===== src/rtl/crossbar_mcast_sched_pkg.sv =====
// Shared types and the round-robin pointer increment used by the multicast crossbar scheduler.
package crossbar_pkg;

    localparam int MAX_PORTS = 16;
    localparam int IDX_W     = $clog2(MAX_PORTS);

    typedef logic [IDX_W-1:0]     port_idx_t;
    typedef logic [MAX_PORTS-1:0] port_mask_t;

    // Wrap by comparison so non-power-of-two port counts cycle correctly.
    function automatic port_idx_t rr_next(input port_idx_t idx, input int unsigned ports);
        if (32'(idx) + 32'd1 >= ports) begin
            return '0;
        end
        return idx + 1'b1;
    endfunction

endpackage


===== src/rtl/crossbar_mcast_sched_rr_arbiter.sv =====
// Combinational round-robin arbiter: first request at or after ptr (mod N) wins.
module rr_arbiter
    import crossbar_pkg::*;
#(
    parameter int N = 4
) (
    input  logic [N-1:0] req,
    input  port_idx_t    ptr,
    output logic [N-1:0] gnt,
    output logic         any,
    output port_idx_t    idx
);

    int cand;

    always_comb begin
        gnt  = '0;
        any  = 1'b0;
        idx  = '0;
        cand = 0;
        for (int k = 0; k < N; k++) begin
            cand = int'(ptr) + k;
            if (cand >= N) begin
                cand = cand - N;
            end
            if (!any && req[cand]) begin
                any       = 1'b1;
                gnt[cand] = 1'b1;
                idx       = port_idx_t'(cand);
            end
        end
    end

endmodule


===== src/rtl/crossbar_mcast_sched.sv =====
// Multicast crossbar scheduler: per-output round-robin grants with partial-delivery tracking.
// Define CROSSBAR_MCAST_ATOMIC_EN for all-or-nothing multicast with a single global pointer.
module crossbar_mcast_sched
    import crossbar_pkg::*;
#(
    parameter int PORTS = 4
) (
    input  logic             clk,
    input  logic             rst,
    input  logic [PORTS-1:0] valid_i,
    input  logic [PORTS-1:0] mask_i [PORTS],
    input  logic [PORTS-1:0] out_ready_i,
    output logic [PORTS-1:0] dest_o [PORTS],
    output logic [PORTS-1:0] out_valid_o,
    output logic [PORTS-1:0] done_o
);

    logic [PORTS-1:0] served_reg [PORTS];
    logic [PORTS-1:0] served_next [PORTS];
    logic [PORTS-1:0] pend [PORTS];
    logic [PORTS-1:0] dest [PORTS];
    logic [PORTS-1:0] dest_col [PORTS];
    logic [PORTS-1:0] out_valid;
    logic [PORTS-1:0] done;

    genvar gi, gj;

    generate
        for (gi = 0; gi < PORTS; gi++) begin : g_in
            assign pend[gi] = valid_i[gi] ? (mask_i[gi] & ~served_reg[gi]) : '0;
            assign done[gi] = valid_i[gi] & ((pend[gi] & ~dest[gi]) == '0);

            always_ff @(posedge clk) begin
                if (rst) begin
                    served_reg[gi] <= '0;
                end else begin
                    served_reg[gi] <= served_next[gi];
                end
            end

            for (gj = 0; gj < PORTS; gj++) begin : g_tr
                assign dest_col[gj][gi] = dest[gi][gj];
            end
        end

        for (gj = 0; gj < PORTS; gj++) begin : g_ov
            assign out_valid[gj] = |dest_col[gj];
        end
    endgenerate

`ifdef CROSSBAR_MCAST_ATOMIC_EN

    port_idx_t        gptr_reg;
    port_idx_t        gptr_next;
    port_idx_t        first_idx;
    logic             first_found;
    logic [PORTS-1:0] claimed;
    int               cand;

    // Scan inputs from gptr; an input wins only if its whole pending set is free and ready.
    always_comb begin
        claimed     = '0;
        first_found = 1'b0;
        first_idx   = '0;
        cand        = 0;
        for (int i = 0; i < PORTS; i++) begin
            dest[i] = '0;
        end
        for (int k = 0; k < PORTS; k++) begin
            cand = int'(gptr_reg) + k;
            if (cand >= PORTS) begin
                cand = cand - PORTS;
            end
            if ((pend[cand] != '0) && ((pend[cand] & ~out_ready_i) == '0) &&
                ((pend[cand] & claimed) == '0)) begin
                dest[cand] = pend[cand];
                claimed    = claimed | pend[cand];
                if (!first_found) begin
                    first_found = 1'b1;
                    first_idx   = port_idx_t'(cand);
                end
            end
        end
    end

    assign gptr_next = first_found ? rr_next(first_idx, PORTS) : gptr_reg;

    always_ff @(posedge clk) begin
        if (rst) begin
            gptr_reg <= '0;
        end else begin
            gptr_reg <= gptr_next;
        end
    end

    generate
        for (gi = 0; gi < PORTS; gi++) begin : g_srv
            assign served_next[gi] = '0;
        end
    endgenerate

`else

    logic [PORTS-1:0] col_req [PORTS];
    logic [PORTS-1:0] col_gnt [PORTS];
    logic [PORTS-1:0] col_any;
    port_idx_t        col_idx [PORTS];
    port_idx_t        ptr_reg [PORTS];
    port_idx_t        ptr_next [PORTS];

    generate
        for (gj = 0; gj < PORTS; gj++) begin : g_out
            for (gi = 0; gi < PORTS; gi++) begin : g_req
                assign col_req[gj][gi] = pend[gi][gj] & out_ready_i[gj];
                assign dest[gi][gj]    = col_gnt[gj][gi];
            end

            rr_arbiter #(
                .N (PORTS)
            ) u_arb (
                .req (col_req[gj]),
                .ptr (ptr_reg[gj]),
                .gnt (col_gnt[gj]),
                .any (col_any[gj]),
                .idx (col_idx[gj])
            );

            assign ptr_next[gj] = col_any[gj] ? rr_next(col_idx[gj], PORTS) : ptr_reg[gj];

            always_ff @(posedge clk) begin
                if (rst) begin
                    ptr_reg[gj] <= '0;
                end else begin
                    ptr_reg[gj] <= ptr_next[gj];
                end
            end
        end

        // A finished message clears its record so a replacement starts from scratch.
        for (gi = 0; gi < PORTS; gi++) begin : g_srv
            assign served_next[gi] = done[gi] ? '0 : (served_reg[gi] | dest[gi]);
        end
    endgenerate

`endif

    generate
        for (gi = 0; gi < PORTS; gi++) begin : g_dout
            assign dest_o[gi] = rst ? '0 : dest[gi];
        end
    endgenerate

    assign out_valid_o = rst ? '0 : out_valid;
    assign done_o      = rst ? '0 : done;

endmodule


===== config.mk =====
export PLATFORM = sky130hd
export DESIGN_NAME = crossbar_mcast_sched
export DESIGN_NICKNAME = d
export VERILOG_FILES = /design/src/rtl/crossbar_mcast_sched_pkg.sv /design/src/rtl/crossbar_mcast_sched_rr_arbiter.sv /design/src/rtl/crossbar_mcast_sched.sv
export SDC_FILE = /design/constraint.sdc
export NUM_CORES = 1
export LEC_CHECK = 0
export ABC_AREA = 1
export CAP_MARGIN = 20
export CELL_PAD_IN_SITES_DETAIL_PLACEMENT = 0
export CELL_PAD_IN_SITES_GLOBAL_PLACEMENT = 2
export CORE_MARGIN = 1
export CORE_UTILIZATION = 32
export CTS_CLUSTER_SIZE = 30
export DETAILED_ROUTE_END_ITERATION = 12
export GPL_TIMING_DRIVEN = 0
export PLACE_DENSITY_LB_ADDON = 0.1
export SLEW_MARGIN = 20
export SYNTH_ARGS = -nofsm -noshare
export SYNTH_HDL_FRONTEND = slang
export SYNTH_SLANG_ARGS = --single-unit

===== constraint.sdc =====
create_clock -name clk -period 2.9 [get_ports clk]
set_input_delay 0.435 -clock clk [delete_from_list [all_inputs] [get_ports clk]]
set_output_delay 0.435 -clock clk [all_outputs]
set_load 0.02 [all_outputs]

==> flow_summary.toml, run 1 <==
[floorplan]
io_pins = 50
fp-row-count = 48
die_h_um = 135.8
die_x_um = 135.8
die-area_um2 = 18440
core_um2 = 17420
initial_core_util_pct = 32.90

[timing]
fmax_ghz = 0.3234
drv_slew = 0
period_needed_ns = 3.092
fin_crit_sh_pct = 106.6
setup_tns_ns = -1.022
slew_headroom_pct = 52.23
finalSetupViolCount = 11
rsz0062_at_grt = "yes"
hold_viol = 0
fin_ws_ns = -0.1921
tightest_slew_ns = 0.7165
fin_skew_ns = 0.003941

[synth]
syn_inst = 928
synth_seq_cells = 32
avgSynthCellArea_um2 = 6.174
synth_edf_count = 0
synth_flop_cell = "dfxtp_1"
synthesis.nets = 1028
ys_seq_area_share_pct = 11.18
synth.distinct_cells = 45
synth_area_um2 = 5729
async_reset_ff_share_pct = 0
yosys_warnings = 0

[layout]
num_antenna_cells = 0
layout-drive-gt1-share_pct = 36.36
layout_common_cells = "nand2_1, nand3_1, buf_4"
fillers = 1886
syn_to_final_growth_pct = 41.32
fin_area_um2 = 8097
fin_util_pct = 46.49
final_common_cell = "nand2_1"
nets = 1166

[critical_path]
r2r_start = "ptr_reg[2][1]"
critPathKind = "register to primary output"
required_ns = 2.47
arrival_ns = 2.66
cp-end-kind = "primary output"
timing.critical_path.from_type = "register"
reg2regPathDepth = 15
worstSetupStartpoint = "ptr_reg[2][1]"
critPathMaxFanout = 4

[route]
routed-via-count = 6305
routedWlPerCell_um = 15.14
firstDrtPassIters = 7
drt_iter0_drc = 337
wirelength_um = 19560
remaining_drc_errors = 0
drtAntennaViolNets = 0
vias_per_cell = 4.880

[min_path]
min_path_cells = 2
min_from = "served_reg[0][3]"
min_path_type = "register to register"

[grt]
antenna_found_initial = 0
grt_use_total_pct = 21.34
grt_pass1_vias = 5952
grt_overflow = 0
grt_start_max_net_pins = 14
grt_pass1_wl_um = 30980

[place]
post-place-ws_ns = -1.027
place.gp.congestion = 0.8385
place_hpwl_um = 14590
io_buffer_count = 48
place_area_um2 = 6515

[clock_network]
clk_path_buf_depth = 2
hold_buffers = 0
htree_levels = 2
cts.sinks = 32
root_buffer = "clkbuf_16"
clk_pin_slew_ns = 0.06
cts_tree = "yes"
clock_latency_ns = 0.28
cts_buffers = 5

[power_and_ir_drop]
p_leak_nw = 3.933
finalPower_w = 0.007242
p_per_area_nw_per_um2 = 894.5
ir_drop_v = 0.0004054

[run]
cap_violations = 0

[status]
violations = "negative setup slack"
status = "finished, violations left"
## metal layers
layer / track usage [%] / up-vias / wire length [um]
li1: - / 3305 / -
met5: 0 / - / 0
met4: 3.496 / 0 / 206
met3: 1.983 / 16 / 623
met2: 33.96 / 104 / 8709
met1: 31.20 / 2880 / 10020
## layout make-up
class / instances / area, um2 / area share (%)
Buffer: 12 / 102.6 / 1.267
Clock inverter: 2 / 35.03 / 0.4327
Multi-Input combinational cell: 774 / 5355 / 66.14
Clock buffer: 6 / 128.9 / 1.592
Sequential cell: 32 / 674.4 / 8.329
Timing Repair Buffer: 131 / 1071 / 13.23
Inverter: 110 / 447.9 / 5.532
Tap cell: 225 / 281.5 / 3.477
## kinds of logic (layout without fill, tap and decap cells)
logic type / count (synthesis) / count (layout) / synth area share (%)
XOR/XNOR: 24 / 24 / 4.128
adder cells (fa/ha/maj): 74 / 74 / 16.16
flip-flops: 32 / 32 / 11.18
multiplexers: 2 / 2 / 0.3494
buffers and inverters: 122 / 261 / 8.342
AO/OA/AOI/OAI: 77 / 77 / 7.622
AND/OR/NAND/NOR: 597 / 597 / 52.22
## cells in the mapped netlist, types with 4 or more instances
library cell | count | area [um2]
inv_2 | 19 | 71.32
xor2_1 | 16 | 140.1
buf_4 | 4 | 30.03
inv_1 | 90 | 337.8
nand3_1 | 126 | 630.6
nor2_2 | 15 | 93.84
nor3b_2 | 7 | 87.58
nand4_1 | 16 | 100.1
o21ai_0 | 22 | 110.1
nor2_4 | 5 | 56.30
nand2_2 | 26 | 162.7
nand3b_1 | 7 | 52.55
xnor2_1 | 6 | 52.55
o21ai_2 | 6 | 52.55
dfxtp_1 | 32 | 640.6
nor2_1 | 101 | 379.1
nand2_4 | 6 | 67.56
nand2_1 | 229 | 859.6
nor3_1 | 22 | 110.1
ha_1 | 74 | 925.9
a21oi_1 | 39 | 195.2
nand3_2 | 25 | 250.2
## path summary, 6_finish.rpt
| kind | endpoint | slack, ns |
|---|---|---|
| max | out_valid_o[2] | -0.19 |
| min | served_reg[0][3] | 0.50 |
| max reg2reg | served_reg[0][0] | 0.19 |
| min reg2reg | served_reg[0][3] | 0.50 |
## power breakdown
| group | switching [W] | internal, W | leakage, nW | total (W) |
|---|---|---|---|---|
| Combinational | 0.00350 | 0.00238 | 3.58 | 0.00588 |
| Clock | 0.000212 | 0.000404 | 0.0808 | 0.000617 |
| Sequential | 0.000161 | 0.000580 | 0.268 | 0.000742 |
## what timing repair did
action | in CTS | in global routing
pin swaps | 59 | 51
resized for setup | 240 | 108
setup endpoints to repair | 48 | 28
buffers inserted | 49 | 34
## metrics by stage
stage	hold WS (ns)	instances
CTS	0.4998	1258
global placement	0.4668	1201
floorplan	0.4537	928
detailed placement	0.4762	1201
finish	0.5013	1292
global route	0.5393	1292
## worst max-delay path, cell delays in order (launching register included)
cell and delay [ns]:
dfxtp_4 0.36, clkbuf_16 0.13, clkinvlp_4 0.17, ha_4 0.33
ha_4 0.11, nand2_1 0.04, inv_1 0.06, nand2_2 0.06
nand2_2 0.08, nand3_4 0.12, nor3b_4 0.24, buf_4 0.15
nor3b_4 0.04, inv_2 0.06, nor3_2 0.04, a21oi_2 0.19
buf_4 0.18
Power figures use the tool's default switching activity.
==> inputs of run 2 (changes only) <==
- SKIP_LAST_GASP: default -> 1
==> run 2 against run 1 <==
Against the previous run: the flow still finishes with violations (negative setup slack); hold slack got worse by 0.0020 ns; clock skew rose by 0.00061 ns; critical path type unchanged; design area is 0.19% lower; clock power hardly changed; combinational power about the same; power decreased by 0.32%; critical endpoint unchanged; routed wire length is 0.30% lower.
==> flow_summary.toml, run 2 (synthesis gave the netlist of run 1 again) <==
[grt]
grt-busiest-layer = "met2"
grt_overflow = 0
grt_pass1_wl_um = 30980
antenna_found_initial = 0
use_met3_pct = 1.983
grt_pass1_vias = 5952
grt_use_total_pct = 21.34
grt_start_max_net_pins = 14
use_met2_pct = 33.96
met1_usage_pct = 31.20

[critical_path]
slowest_stage = "dfxtp_4"
cp.depth = 16
r2r_start = "ptr_reg[0][1]"
reg2regPathDepth = 16
r2r_setup_slack_ns = 0.15
critPathMaxFanout = 4
endpoint = "out_valid_o[2]"
critPathKind = "register to primary output"
cp_slowest_stage_delay_ns = 0.36
required_ns = 2.47
timing.rr.end = "ptr_reg[0][0]"
timing.critical_path.from_type = "register"
cp-end-kind = "primary output"
critPathTopFamily = "buffers and inverters"
path_buf_inv = 6
worstSetupStartpoint = "ptr_reg[2][1]"
crit_chain = "clkbuf_16, clkinvlp_4, ha_4, ha_4, nand2_1, inv_1, nand2_2, nand2_2, nand3_4, nor3b_4, buf_4, nor3b_4, inv_2, nor3_2, a21oi_2, buf_4"
arrival_ns = 2.65

[layout]
fillers = 1883
layout_common_cells = "nand2_1, nand3_1, buf_4"
syn_to_final_growth_pct = 41.06
fin_util_pct = 46.40
nets = 1166
num_antenna_cells = 0
layout-drive-gt1-share_pct = 36.08
multi_input_area_um2 = 5340
final_common_cell = "nand2_1"
fin_area_um2 = 8082
regArea_um2 = 674.4

[place]
place_area_um2 = 6515
place.gp.congestion = 0.8385
io_buffer_count = 48
post-place-ws_ns = -1.027
place_hpwl_um = 14590

[clock_network]
clk_path_buf_depth = 2
hold_buffers = 0
cts_tree = "yes"
clk_pin_slew_ns = 0.06
clock_latency_ns = 0.28
cts.sinks = 32
htree_levels = 2
root_buffer = "clkbuf_16"
cts_buffers = 5

[route]
wirelength_um = 19500
remaining_drc_errors = 0
drt_iter0_drc = 350
routedWlPerCell_um = 15.09
routed-via-count = 6293
drtAntennaViolNets = 0
firstDrtPassIters = 5
vias_per_cell = 4.871

[floorplan]
core_um2 = 17420
initial_core_util_pct = 32.90
die_x_um = 135.8
fp-row-count = 48
die_h_um = 135.8
die-area_um2 = 18440
io_pins = 50

[timing]
finalSetupViolCount = 10
fmax_ghz = 0.3240
hold_viol = 0
rsz0062_at_grt = "yes"
tightest_slew_ns = 0.6997
fin_crit_sh_pct = 106.4
fin_ws_ns = -0.1863
fin_skew_ns = 0.004555
period_needed_ns = 3.086
slew_headroom_pct = 53.36
drv_slew = 0

[power_and_ir_drop]
finalPower_w = 0.007219
p_per_area_nw_per_um2 = 893.3
p_leak_nw = 3.926
ir_drop_v = 0.0004053

[run]
cap_violations = 0

[status]
status = "finished, violations left"
violations = "negative setup slack"

[min_path]
min_path_type = "register to register"
[run 2: worst min-delay path, cell delays in order (launching register included)]
cell     delay, ns
dfxtp_1       0.31
nor2_1        0.10
nor2_1        0.05
[run 2: worst min path at each step]
stage / from / slack, ns / depth (start not counted) / endpoint
3_5_place_dp: served_reg[0][1] / 0.48 / 2 / served_reg[0][1]
2_1_floorplan: served_reg[2][3] / 0.45 / 2 / served_reg[2][3]
4_1_cts: served_reg[0][3] / 0.50 / 2 / served_reg[0][3]
5_1_grt: served_reg[3][2] / 0.54 / 2 / served_reg[3][2]
6_report: served_reg[2][3] / 0.50 / 2 / served_reg[2][3]
3_3_place_gp: served_reg[0][3] / 0.47 / 2 / served_reg[0][3]
[run 2: what timing repair did]
item	CTS	global route
setup buffers	49	34
pin swaps	59	50
resized for setup	238	107
setup endpoints to repair	48	28
[run 2: area by class of cell]
cell class / instances / area share [%]
Buffer: 12 / 1.270
Clock buffer: 6 / 1.595
Clock inverter: 2 / 0.4335
Inverter: 110 / 5.543
Multi-Input combinational cell: 774 / 66.08
Sequential cell: 32 / 8.345
Tap cell: 225 / 3.484
Timing Repair Buffer: 131 / 13.25
[run 2: metal layers]
metal  up-vias  routed length (um)
met3        14                 754
met5         -                   0
met4         0                 202
met1      2850                9886
met2       123                8654
li1       3306                   -
[run 2: per-stage QoR]
| stage | setup TNS [ns] | std cells | hold WS (ns) |
|---|---|---|---|
| 3_3_place_gp | -26.68 | 1201 | 0.4668 |
| 2_1_floorplan | 0 | 928 | 0.4537 |
| 4_1_cts | -0.7941 | 1258 | 0.4998 |
| 6_report | -0.9716 | 1292 | 0.4993 |
| 5_1_grt | -2.943 | 1292 | 0.5393 |
| 3_5_place_dp | -25.90 | 1201 | 0.4762 |
[run 2: power breakdown]
group,internal [W],switching [W],leakage [nW]
registers,0.000580,0.000161,0.268
clock network,0.000404,0.000210,0.0808
logic,0.00237,0.00349,3.58
==> inputs of run 3 (changes only) <==
- CTS_BUF_LIST: default -> sky130_fd_sc_hd__clkbuf_16
- CTS_CLUSTER_SIZE: 30 -> 8
==> run 3 against run 2 <==
Against the previous run: the run still ends with negative setup slack left; design area stayed put; register-to-register slack barely moved; global-route usage stayed put; cell count did not move; sequential power is essentially flat; highest routed layer unchanged; hold slack better by 0.0017 ns; critical endpoint unchanged; clock skew barely moved.
==> flow_summary.toml, run 3 (synthesis gave the netlist of run 1 again) <==
[clock_network]
clk_pin_slew_ns = 0.06
clock_latency_ns = 0.28
htree_levels = 2
clk_path_buf_depth = 2
root_buffer = "clkbuf_16"
cts.sinks = 32
cts_tree = "yes"
cts_buffers = 5

[place]
placedCellCount = 1201
io_buffer_count = 48
place.gp.congestion = 0.8385
post-place-ws_ns = -1.027
place_hpwl_um = 14590

[route]
remaining_drc_errors = 0
vias_per_cell = 4.871
firstDrtPassIters = 5
drt_iter0_drc = 354
routed-via-count = 6293
drtAntennaViolNets = 0
wirelength_um = 19520
routedWlPerCell_um = 15.10

[power_and_ir_drop]
pwr-share-seq_pct = 10.3
p_switching_w = 0.003864
p_clk_share_pct = 8.5
p_int_w = 0.003352
p_leak_nw = 3.930
p_per_area_nw_per_um2 = 892.9
power_frac_comb_pct = 81.2
ir_drop_v = 0.0004053
switching_share_pct = 53.55

[status]
status = "finished, violations left"
violations = "negative setup slack"

[layout]
layout-drive-gt1-share_pct = 36.08
regArea_um2 = 674.4
nets = 1166
fin_cells = 1292
final_common_cell = "nand2_1"
syn_to_final_growth_pct = 41.06
num_antenna_cells = 0
fillers = 1883
multi_input_area_um2 = 5340
layout_common_cells = "nand2_1, nand3_1, buf_4"

[grt]
grt_overflow = 0
grt_pass1_vias = 5952
antenna_found_initial = 0
grt_start_max_net_pins = 14
grt_pass1_wl_um = 30980
grt_use_total_pct = 21.34

[critical_path]
timing.critical_path.from_type = "register"
required_ns = 2.47
r2r_setup_slack_ns = 0.15
critPathMaxFanout = 4
critPathKind = "register to primary output"
arrival_ns = 2.65
cp-end-kind = "primary output"

[floorplan]
die_x_um = 135.8
io_pins = 50
initial_core_util_pct = 32.90
core_um2 = 17420
fp-row-count = 48
die-area_um2 = 18440
die_h_um = 135.8

[timing]
slew_headroom_pct = 53.33
rsz0062_at_grt = "yes"
fin_skew_ns = 0.004682
tightest_slew_ns = 0.7000
whs_ns = 0.5009
finalSetupViolCount = 10
fin_ws_ns = -0.1873
drv_slew = 0
fmax_ghz = 0.3239
fin_crit_sh_pct = 106.5
period_needed_ns = 3.087
hold_viol = 0

[run]
cap_violations = 0

[min_path]
min_path_type = "register to register"
==> run 3: worst paths after layout <==
check,start,to,cells past startpoint
worst min register to register,served_reg[0][3],served_reg[0][3],2
worst max-delay path,ptr_reg[2][1],out_valid_o[2],16
worst max register to register,ptr_reg[0][1],ptr_reg[0][0],16
worst min-delay path,served_reg[0][3],served_reg[0][3],2
==> run 3: timing repair <==
item,CTS,global route
endpoints found under the setup margin,48,28
hold buffers,0,0
pin swaps,59,50
buffers inserted,49,34
resized for setup,238,107
==> run 3: area by class of cell <==
class / count / share of cell area, %
timing repair buffer: 131 / 13.25
clock inverter: 3 / 0.4800
clock buffer: 5 / 1.548
multi-input combinational: 774 / 66.08
buffer: 12 / 1.270
inverter: 110 / 5.543
tap: 225 / 3.484
sequential: 32 / 8.345
==> run 3: layer usage <==
layer	routed length (um)	global-route usage [%]	share of wire, %
met2	8677	33.96	44
met3	710	1.983	3.6
met1	9935	31.20	51
met5	0	0	0
met4	192	3.496	0.98
==> run 3: metrics by stage <==
step	power [W]	setup TNS (ns)	area, um2	utilization, %
2_1_floorplan	0.004077	0	5753	-
3_3_place_gp	0.005271	-26.68	6515	37.41
3_5_place_dp	0.005235	-25.90	6515	37.41
4_1_cts	0.006653	-0.7941	7513	43.14
5_1_grt	0.007881	-2.943	8082	46.40
6_report	0.007216	-0.9879	8082	46.40
==> run 3: worst max-delay path, cell delays in order (launching register included) <==
cell	delay [ns]
dfxtp_4	0.36
clkbuf_16	0.13
clkinvlp_4	0.16
ha_4	0.33
ha_4	0.11
nand2_1	0.04
inv_1	0.06
nand2_2	0.06
nand2_2	0.08
nand3_4	0.12
nor3b_4	0.24
buf_4	0.15
nor3b_4	0.04
inv_2	0.06
nor3_2	0.04
a21oi_2	0.19
buf_4	0.18
==> run 3: power by group through the flow <==
stage | Sequential, W | Combinational (W) | Clock, W
after floorplan | 0.000683 | 0.00339 | 0
after global placement | 0.000743 | 0.00453 | 0
after detailed placement | 0.000745 | 0.00449 | 0
after CTS | 0.000739 | 0.00529 | 0.000625
after global routing | 0.000760 | 0.00648 | 0.000641
final | 0.000741 | 0.00586 | 0.000613
